--- src/rtl/traffic_light_pkg.sv ---
// Shared types and phase durations for the two-way traffic controller.
// Phase length lookup lives here so the FSM and timer agree on it.
package traffic_light_pkg;

  typedef enum logic [1:0] {
    CLR_TO_MAIN = 2'd0,
    MAIN_GO     = 2'd1,
    CLR_TO_SIDE = 2'd2,
    SIDE_GO     = 2'd3
  } tl_state_e;

  localparam int MAIN_GREEN = 4;
  localparam int SIDE_GREEN = 3;
  localparam int CLEAR      = 1;

  function automatic int phase_len(
    tl_state_e s,
    int        main_len,
    int        side_len,
    int        clr_len
  );
    int len;
    len = 1;
    case (s)
      CLR_TO_MAIN: len = clr_len;
      MAIN_GO:     len = main_len;
      CLR_TO_SIDE: len = clr_len;
      SIDE_GO:     len = side_len;
      default:     len = 1;
    endcase
    return len;
  endfunction

  function automatic int max3(int a, int b, int c);
    int m;
    m = a;
    if (b > m) m = b;
    if (c > m) m = c;
    return m;
  endfunction

endpackage

--- src/rtl/tl_phase_timer.sv ---
// Phase counter: counts cycles within a phase, flags the last one.
// Saturates at the limit so a stale count can never wrap.
module tl_phase_timer #(
  parameter int W = 3
) (
  input  logic         clk,
  input  logic         rst,
  input  logic         clr,
  input  logic [W-1:0] limit,
  output logic         done
);

  logic [W-1:0] count;

  // >= rather than == so an out-of-range count still terminates
  assign done = (count >= limit);

  // count up until the terminal value, clear on phase change
  always_ff @(posedge clk or negedge rst) begin
    if (!rst) begin
      count <= '0;
    end else if (clr) begin
      count <= '0;
    end else if (!done) begin
      count <= count + W'(1);
    end
  end

endmodule

--- src/rtl/traffic_light.sv ---
// Fixed-time main/side road signal: main go, clear, side go, clear.
// Outputs are registered alongside the state so they never glitch.
module traffic_light
  import traffic_light_pkg::*;
#(
  parameter int MAIN_GREEN_CYCLES = MAIN_GREEN,
  parameter int SIDE_GREEN_CYCLES = SIDE_GREEN,
  parameter int CLEAR_CYCLES      = CLEAR
) (
  input  logic clk,
  input  logic rst,
  output logic main_road,
  output logic side_road
);

  localparam int MAXD = max3(MAIN_GREEN_CYCLES,
                             SIDE_GREEN_CYCLES,
                             CLEAR_CYCLES);
  localparam int W = $clog2(MAXD) + 1;

  if (MAIN_GREEN_CYCLES < 1 ||
      SIDE_GREEN_CYCLES < 1 ||
      CLEAR_CYCLES < 1) begin : g_bad_param
    $fatal(1, "traffic_light: all durations must be >= 1");
  end

  tl_state_e    state;
  logic [W-1:0] limit;
  logic         tc;

  // terminal count for the phase currently being timed
  always_comb begin
    limit = W'(phase_len(state,
                         MAIN_GREEN_CYCLES,
                         SIDE_GREEN_CYCLES,
                         CLEAR_CYCLES) - 1);
  end

  tl_phase_timer #(
    .W (W)
  ) u_timer (
    .clk   (clk),
    .rst   (rst),
    .clr   (tc),
    .limit (limit),
    .done  (tc)
  );

  // phase sequencer with Moore outputs registered per next state
  always_ff @(posedge clk or negedge rst) begin
    if (!rst) begin
      state     <= CLR_TO_MAIN;
      main_road <= 1'b0;
      side_road <= 1'b0;
    end else if (tc) begin
      case (state)
        CLR_TO_MAIN: begin
          state     <= MAIN_GO;
          main_road <= 1'b1;
          side_road <= 1'b0;
        end
        MAIN_GO: begin
          state     <= CLR_TO_SIDE;
          main_road <= 1'b0;
          side_road <= 1'b0;
        end
        CLR_TO_SIDE: begin
          state     <= SIDE_GO;
          main_road <= 1'b0;
          side_road <= 1'b1;
        end
        SIDE_GO: begin
          state     <= CLR_TO_MAIN;
          main_road <= 1'b0;
          side_road <= 1'b0;
        end
        default: begin
          state     <= CLR_TO_MAIN;
          main_road <= 1'b0;
          side_road <= 1'b0;
        end
      endcase
    end
  end

endmodule

--- config.mk ---
export PLATFORM = sky130hd
export DESIGN_NAME = traffic_light
export DESIGN_NICKNAME = d
export VERILOG_FILES = /design/src/rtl/traffic_light_pkg.sv /design/src/rtl/tl_phase_timer.sv /design/src/rtl/traffic_light.sv
export SDC_FILE = /design/constraint.sdc
export NUM_CORES = 1
export LEC_CHECK = 0
export ABC_AREA = 1
export CORE_AREA = 5 5 42 44
export CTS_CLUSTER_DIAMETER = 30
export CTS_CLUSTER_SIZE = 20
export DETAILED_ROUTE_END_ITERATION = 6
export DIE_AREA = 0 0 47 49
export HOLD_SLACK_MARGIN = 0.05
export PLACE_DENSITY_LB_ADDON = 0.08
export SETUP_SLACK_MARGIN = 0.4
export SLEW_MARGIN = 30
export SYNTH_ARGS = -nofsm -noshare
export SYNTH_HDL_FRONTEND = slang
export SYNTH_HIERARCHICAL = 1
export SYNTH_SLANG_ARGS = --single-unit
--- constraint.sdc ---
create_clock -name clk -period 1.7 [get_ports clk]
set_input_delay 0.51 -clock clk [delete_from_list [all_inputs] [get_ports clk]]
set_output_delay 0.51 -clock clk [all_outputs]
set_load 0.1 [all_outputs]
# Yosys cells after proc, flatten, opt, wreduce, memory -nomap -nowiden
# Cells that the tools add are included.
# Widths: inputs -> output; s select.
[word_totals]
regBits = 7
in_bits = 2
out_inout_bits = 2
wordCells = 19
[op_classes]
add_sub_neg = 2
order_cmp = 1
reduce_logical = 4
eq_ne = 3
muxes = 5
[ops]
columns = ["op", "count"]
rows = [
  ["$pmux 3 s3", 1],
  ["$pmux 2 s4", 1],
  ["$reduce_or 3->1", 2],
  ["$eq 2x2->1 const B", 2],
  ["$pmux 1 s2", 2],
  ["$add 3x1->3 const B", 1],
  ["$ge 3x3->1", 1],
  ["$mux 3", 1],
  ["$sub 3x2->3 const B", 1],
  ["$eq 2x1->1 const B", 1],
  ["$logic_not 2->1", 1],
  ["$reduce_or 2->1", 1],
]

# Logic depth before layout (Yosys ltp)
[depth]
depth_word = 6
mapped_depth = 12
depth_no_buf = 12

# Modules after synthesis
# Netlist, hierarchy kept.
[by_module_without_submodules]
columns = ["mod", "seq_area_each_um2", "cells_each", "instances", "area_per_inst_um2"]
rows = [
  ["tl_phase_timer", 75.1, 31, 1, 246.5],
  ["traffic_light", 100.1, 22, 1, 214.0],
]

# Worst setup path before layout
# Ideal clock, no wire load.
[synth_path]
kind = "reg-to-reg"
startpoint = "reg state[0]"
endpoint = "reg u_timer.count[0]"
setup_ps = 118
stages_incl_launch_ff = 12
synth_period_minus_slack_ps = 1776
required_ps = 1582
n_path_buf = 0
arrival_time_ps = 1658
setup_slack_ps = -76
path_cell_list = "dfrtp_1 -> ha_1 -> ha_1 -> inv_1 -> ha_1 -> nand2_1 -> inv_1 -> nand2_2 -> nand2_2 -> inv_2 -> nand4_1 -> nand2_1"
[synth_between]
elab_chain_cells = 6
word_cells_on_any_way = 9
cone_classes = "add/sub: 1; order compare: 1; eq/ne: 3; mux: 2; reduce/logical: 2"
[synth_rtl]
columns = ["item", "line", "rtl"]
rows = [
  ["start, declared", "traffic_light.sv:27", "tl_state_e state;"],
  ["start signal, assigned", "traffic_light.sv:52", "state <= CLR_TO_MAIN;"],
  ["start signal, assigned", "traffic_light.sv:58", "state <= MAIN_GO;"],
  ["start signal, assigned", "traffic_light.sv:63", "state <= CLR_TO_SIDE;"],
  ["$eq 2x2->1 or $logic_not 2->1 (tied branches)", "traffic_light_pkg.sv:24", "case (s)"],
  ["$reduce_or 2->1 (no line)", "n/a", ""],
  ["$pmux 3 s3 *", "traffic_light_pkg.sv:24", ""],
  ["$sub 3x2->3 *", "traffic_light.sv:36", "CLEAR_CYCLES) - 1);"],
  ["named net limit[0]", "traffic_light.sv:28", "logic [W-1:0] limit;"],
  ["$ge 3x3->1 *", "tl_phase_timer.sv:16", "assign done = (count >= limit);"],
  ["named net tc", "traffic_light.sv:29", "logic tc;"],
  ["$mux 3 *", "tl_phase_timer.sv:22", "end else if (clr) begin"],
  ["end signal, assigned", "tl_phase_timer.sv:25", "count <= count + W'(1);"],
  ["end, declared", "tl_phase_timer.sv:13", "logic [W-1:0] count;"],
]
# The timed path passes the listed nets; every way through them passes the cells marked *.
# A chain may end at the register's enable or synchronous reset.

# Final worst setup path
[layout_path]
startpoint = "reg state[1]"
endpoint = "reg u_timer.count[2]"
# Same word-level chain as after synthesis.

==> results <==
- The final clock period utilization by the worst path is 102%.
- The number of routed nets with antenna violations is 0.
- Counting along the longest clock path gives a buffer depth of 2.
- The top cell types in the final layout, fill and taps aside, are nand2_1 (10), buf_4 (10), inv_1 (5), nand2_2 (5), ha_4 (5).
- The cell count after synthesis came out at 53.
- By startpoint and endpoint, the worst setup path is classified as register to register.
- The share of layout cells above drive strength 1 is 57.3%.
- The post-synthesis register bit count is 7.
- Ranked by total cell area, the synthesized netlist is headed by dfrtp_1 (38%), ha_1 (24%), nand2_1 (11%).
- The total overflow left after global routing is 0.
- Global routing used 9.92% of the available tracks.
- The tightest hold margin is 0.518 ns.
- The class of the tightest hold or removal check is primary input to asynchronous set/reset pin.
- The die is 49 µm tall.
- The total DRC errors in the routed layout is 0.
- The worst-case vdd ir drop is roughly 0.37 mV.
- The max-cap violation count is 0.
- The required time at the worst-slack endpoint is 1.83 ns.
- The number of diodes added for antenna fixing is 0.
- Measured on the finished design, the core utilization comes to about 56%.
- The number of buffers created by CTS is 3.
- Summed over all nets, the half-perimeter wirelength after detailed placement is 601 µm.
- The initial core utilization is around a third.
- The initial antenna violation count was 0.
- At the end of routability-driven placement, the weighted congestion stood at 0.718.
- The post-synthesis instance area is about 460 µm².
- The total power divided by cell area is ~410 mW/mm².
- Timing would allow up to about 580 MHz.
- For this design, the sink count on the clock tree is 7.
- Timing analysis after detailed placement gives a worst setup slack of -0.108 ns.
- The maximum net fanout on the critical path is 6.
- The first-pass iteration count of the detailed router is 2.
- The worst-case register-to-register setup slack is -0.04 ns.
- The total vias in the final route is 409.
- After synthesis, the mean cell area works out to 8.69 µm².
- The clock tree from TritonCTS is yes.
- The number of synthesis warnings is 6.
- The worst register-to-register path ends at u_timer/count[2].
- The origin of the critical flop-to-flop path is state[1].
- The post-synth net total is 64.
- Measured in cells, the most critical reg-to-reg path has a length of 12.
- The post-route non-filler standard cell count is slightly above 90.
- STA classifies the critical path startpoint as a register.
- The sort of element at the end of the critical path is a register.
- The layout overhead on the synthesized area is 69.8%.
- After layout, the minimum clock period comes to 1.74 ns.
- The total count of max-transition violations in the final report came to 0.
- The die covers 0.00230 mm².
- The first routing iteration left 11 violations.
- Clock-pin slew was measured on the worst setup and hold paths at 0.05 ns.
- The netlist uses 11 different library cells.
- Once routing completed, OpenROAD measured the worst setup slack at -0.0368 ns.
- The checks that failed: negative setup slack.
- The cell at the root of the clock tree is clkbuf_4.
- The total count of hold-check failures in the final report is 0.
- Buffers inserted to repair hold after CTS numbered 0.
- The number of primary I/O pins is 4.
- For the final database, setup skew stands at 0.00643 ns.
- The floorplan step defined a core boundary enclosing roughly 0.0014 mm².
- The actual transition at the worst max-transition pin is ~0.31 ns.
- The number of global-route vias before repair is a little under 400.
- The floorplan has 14 rows.
- Setup repair after global routing could not meet its margin everywhere.
- Setup violations remaining at the end of the flow were counted as 4.
- The pin count of the biggest net entering global routing is 8.
- Of the post-synthesis cell area, the dominant cell type holds a little under two fifths.
- The number of placed instances, taps included, is 78.
- The run finished, with violations left.
- The overall routed net length is 981 µm.
- At the later pin of the worst-skew pair, clock insertion delay measures 0.24 ns.
- The sequential fraction of the synthesis area is 38.0%.
- The wire length per cell after detailed routing is approximately 11 µm.
- The first element of the critical path is state[1].
- Data arrives at the worst endpoint at around 1.9 ns.
- The die is about 47 µm wide.
- The library cell occupying the most area in the post-synthesis netlist is dfrtp_1.
- CTS built an H-tree with a depth of 1.
- Summing all non-filler instances in the final layout gives an area of 782 µm².
- The first global-routing pass estimated roughly 1700 µm of wire.
- Dividing the detail-routed via count by the number of cells gives approximately 4.5.
- The most critical setup path has its endpoint at u_timer/count[2].
- The analysis attributes to cell leakage a power of 0.000404 µW.
- The instance area after placement is 588 µm².
- The number of buffer cells added on primary ports is 3.
- The net count of the finished layout is 87.
- In this run the tightest slew margin relative to its limit is 79.3%.
[synth_stat cells]
| cell type | count |
|---|---|
| inv_1 | 8 |
| dfrtp_1 | 7 |
| nor2_1 | 2 |
| inv_2 | 2 |
| nand4_1 | 3 |
| ha_1 | 9 |
| nand2_1 | 13 |
| nand3_1 | 4 |
| nand2_2 | 3 |
| a21oi_4 | 1 |
| o21ai_0 | 1 |
[per-stage QoR]
stage,setup TNS (ns),total power (µW)
after floorplan,-0.0603,170
after CTS,-0.240,322
after global placement,-0.687,175
after detailed placement,-0.562,175
final,-0.110,317
after global routing,-0.746,333
[registers in the layout, indices dropped and copies added (netlist names)]
signal,count
main_road,1
u_timer/count,3
side_road,1
state,2
[metal layers]
layer	GRT usage [%]	wire length [µm]	up-vias
li1	-	-	213
met1	15.2	487	194
met2	13.6	486	2
met3	1.11	7	0
met4	4.15	0	0
met5	0	0	-
[final cells by class]
| class | count | area [µm²] |
|---|---|---|
| Fill cell | 135 | 619 |
| Multi-Input combinational cell | 37 | 347 |
| Sequential cell | 7 | 179 |
| Timing Repair Buffer | 17 | 170 |
| Inverter | 10 | 40.0 |
| Clock buffer | 4 | 26.3 |
| Tap cell | 16 | 20.0 |
[cells by family after synthesis]
| kind of cell | share of synthesized area [%] |
|---|---|
| AO/OA/AOI/OAI | 4.62 |
| adder cells (fa/ha/maj) | 24.5 |
| buffers and inverters | 8.15 |
| flip-flops | 38.0 |
| AND/OR/NAND/NOR | 24.7 |
[power breakdown]
group          internal [µW]  leakage, µW  switching [µW]
logic                   2.04     0.000312            2.99
clock network           89.2    0.0000150            55.6
registers                167    0.0000773               0
total                    258     0.000404            58.6
[how the worst min path moves through the flow]
stage	startpoint	to	slack, ns	depth (start not counted)
final	rst	state[1]	0.52	1
after global routing	rst	state[1]	0.54	1
after CTS	rst	state[1]	0.52	1
after detailed placement	main_road	main_road	0.51	2
after global placement	side_road	side_road	0.50	2
after floorplan	rst	main_road	0.21	0
[critical path: stages (launching register included)]
cell and delay, ns:
dfrtp_1 0.39, inv_2 0.08, ha_4 0.17, ha_4 0.25, inv_2 0.04, ha_4 0.25, nand2_2 0.04, inv_2 0.06
nand2_4 0.06, nand2_4 0.10, inv_4 0.06, nand4_1 0.07, nand2_1 0.06
[repair_timing]
| action | CTS | global route |
|---|---|---|
| pin swaps | 13 | 8 |
| cloned | 1 | 0 |
| endpoints found under the setup margin | 9 | 9 |
| resized for setup | 13 | 8 |
| buffers inserted | 7 | 1 |
Power figures use the tool's default switching activity.
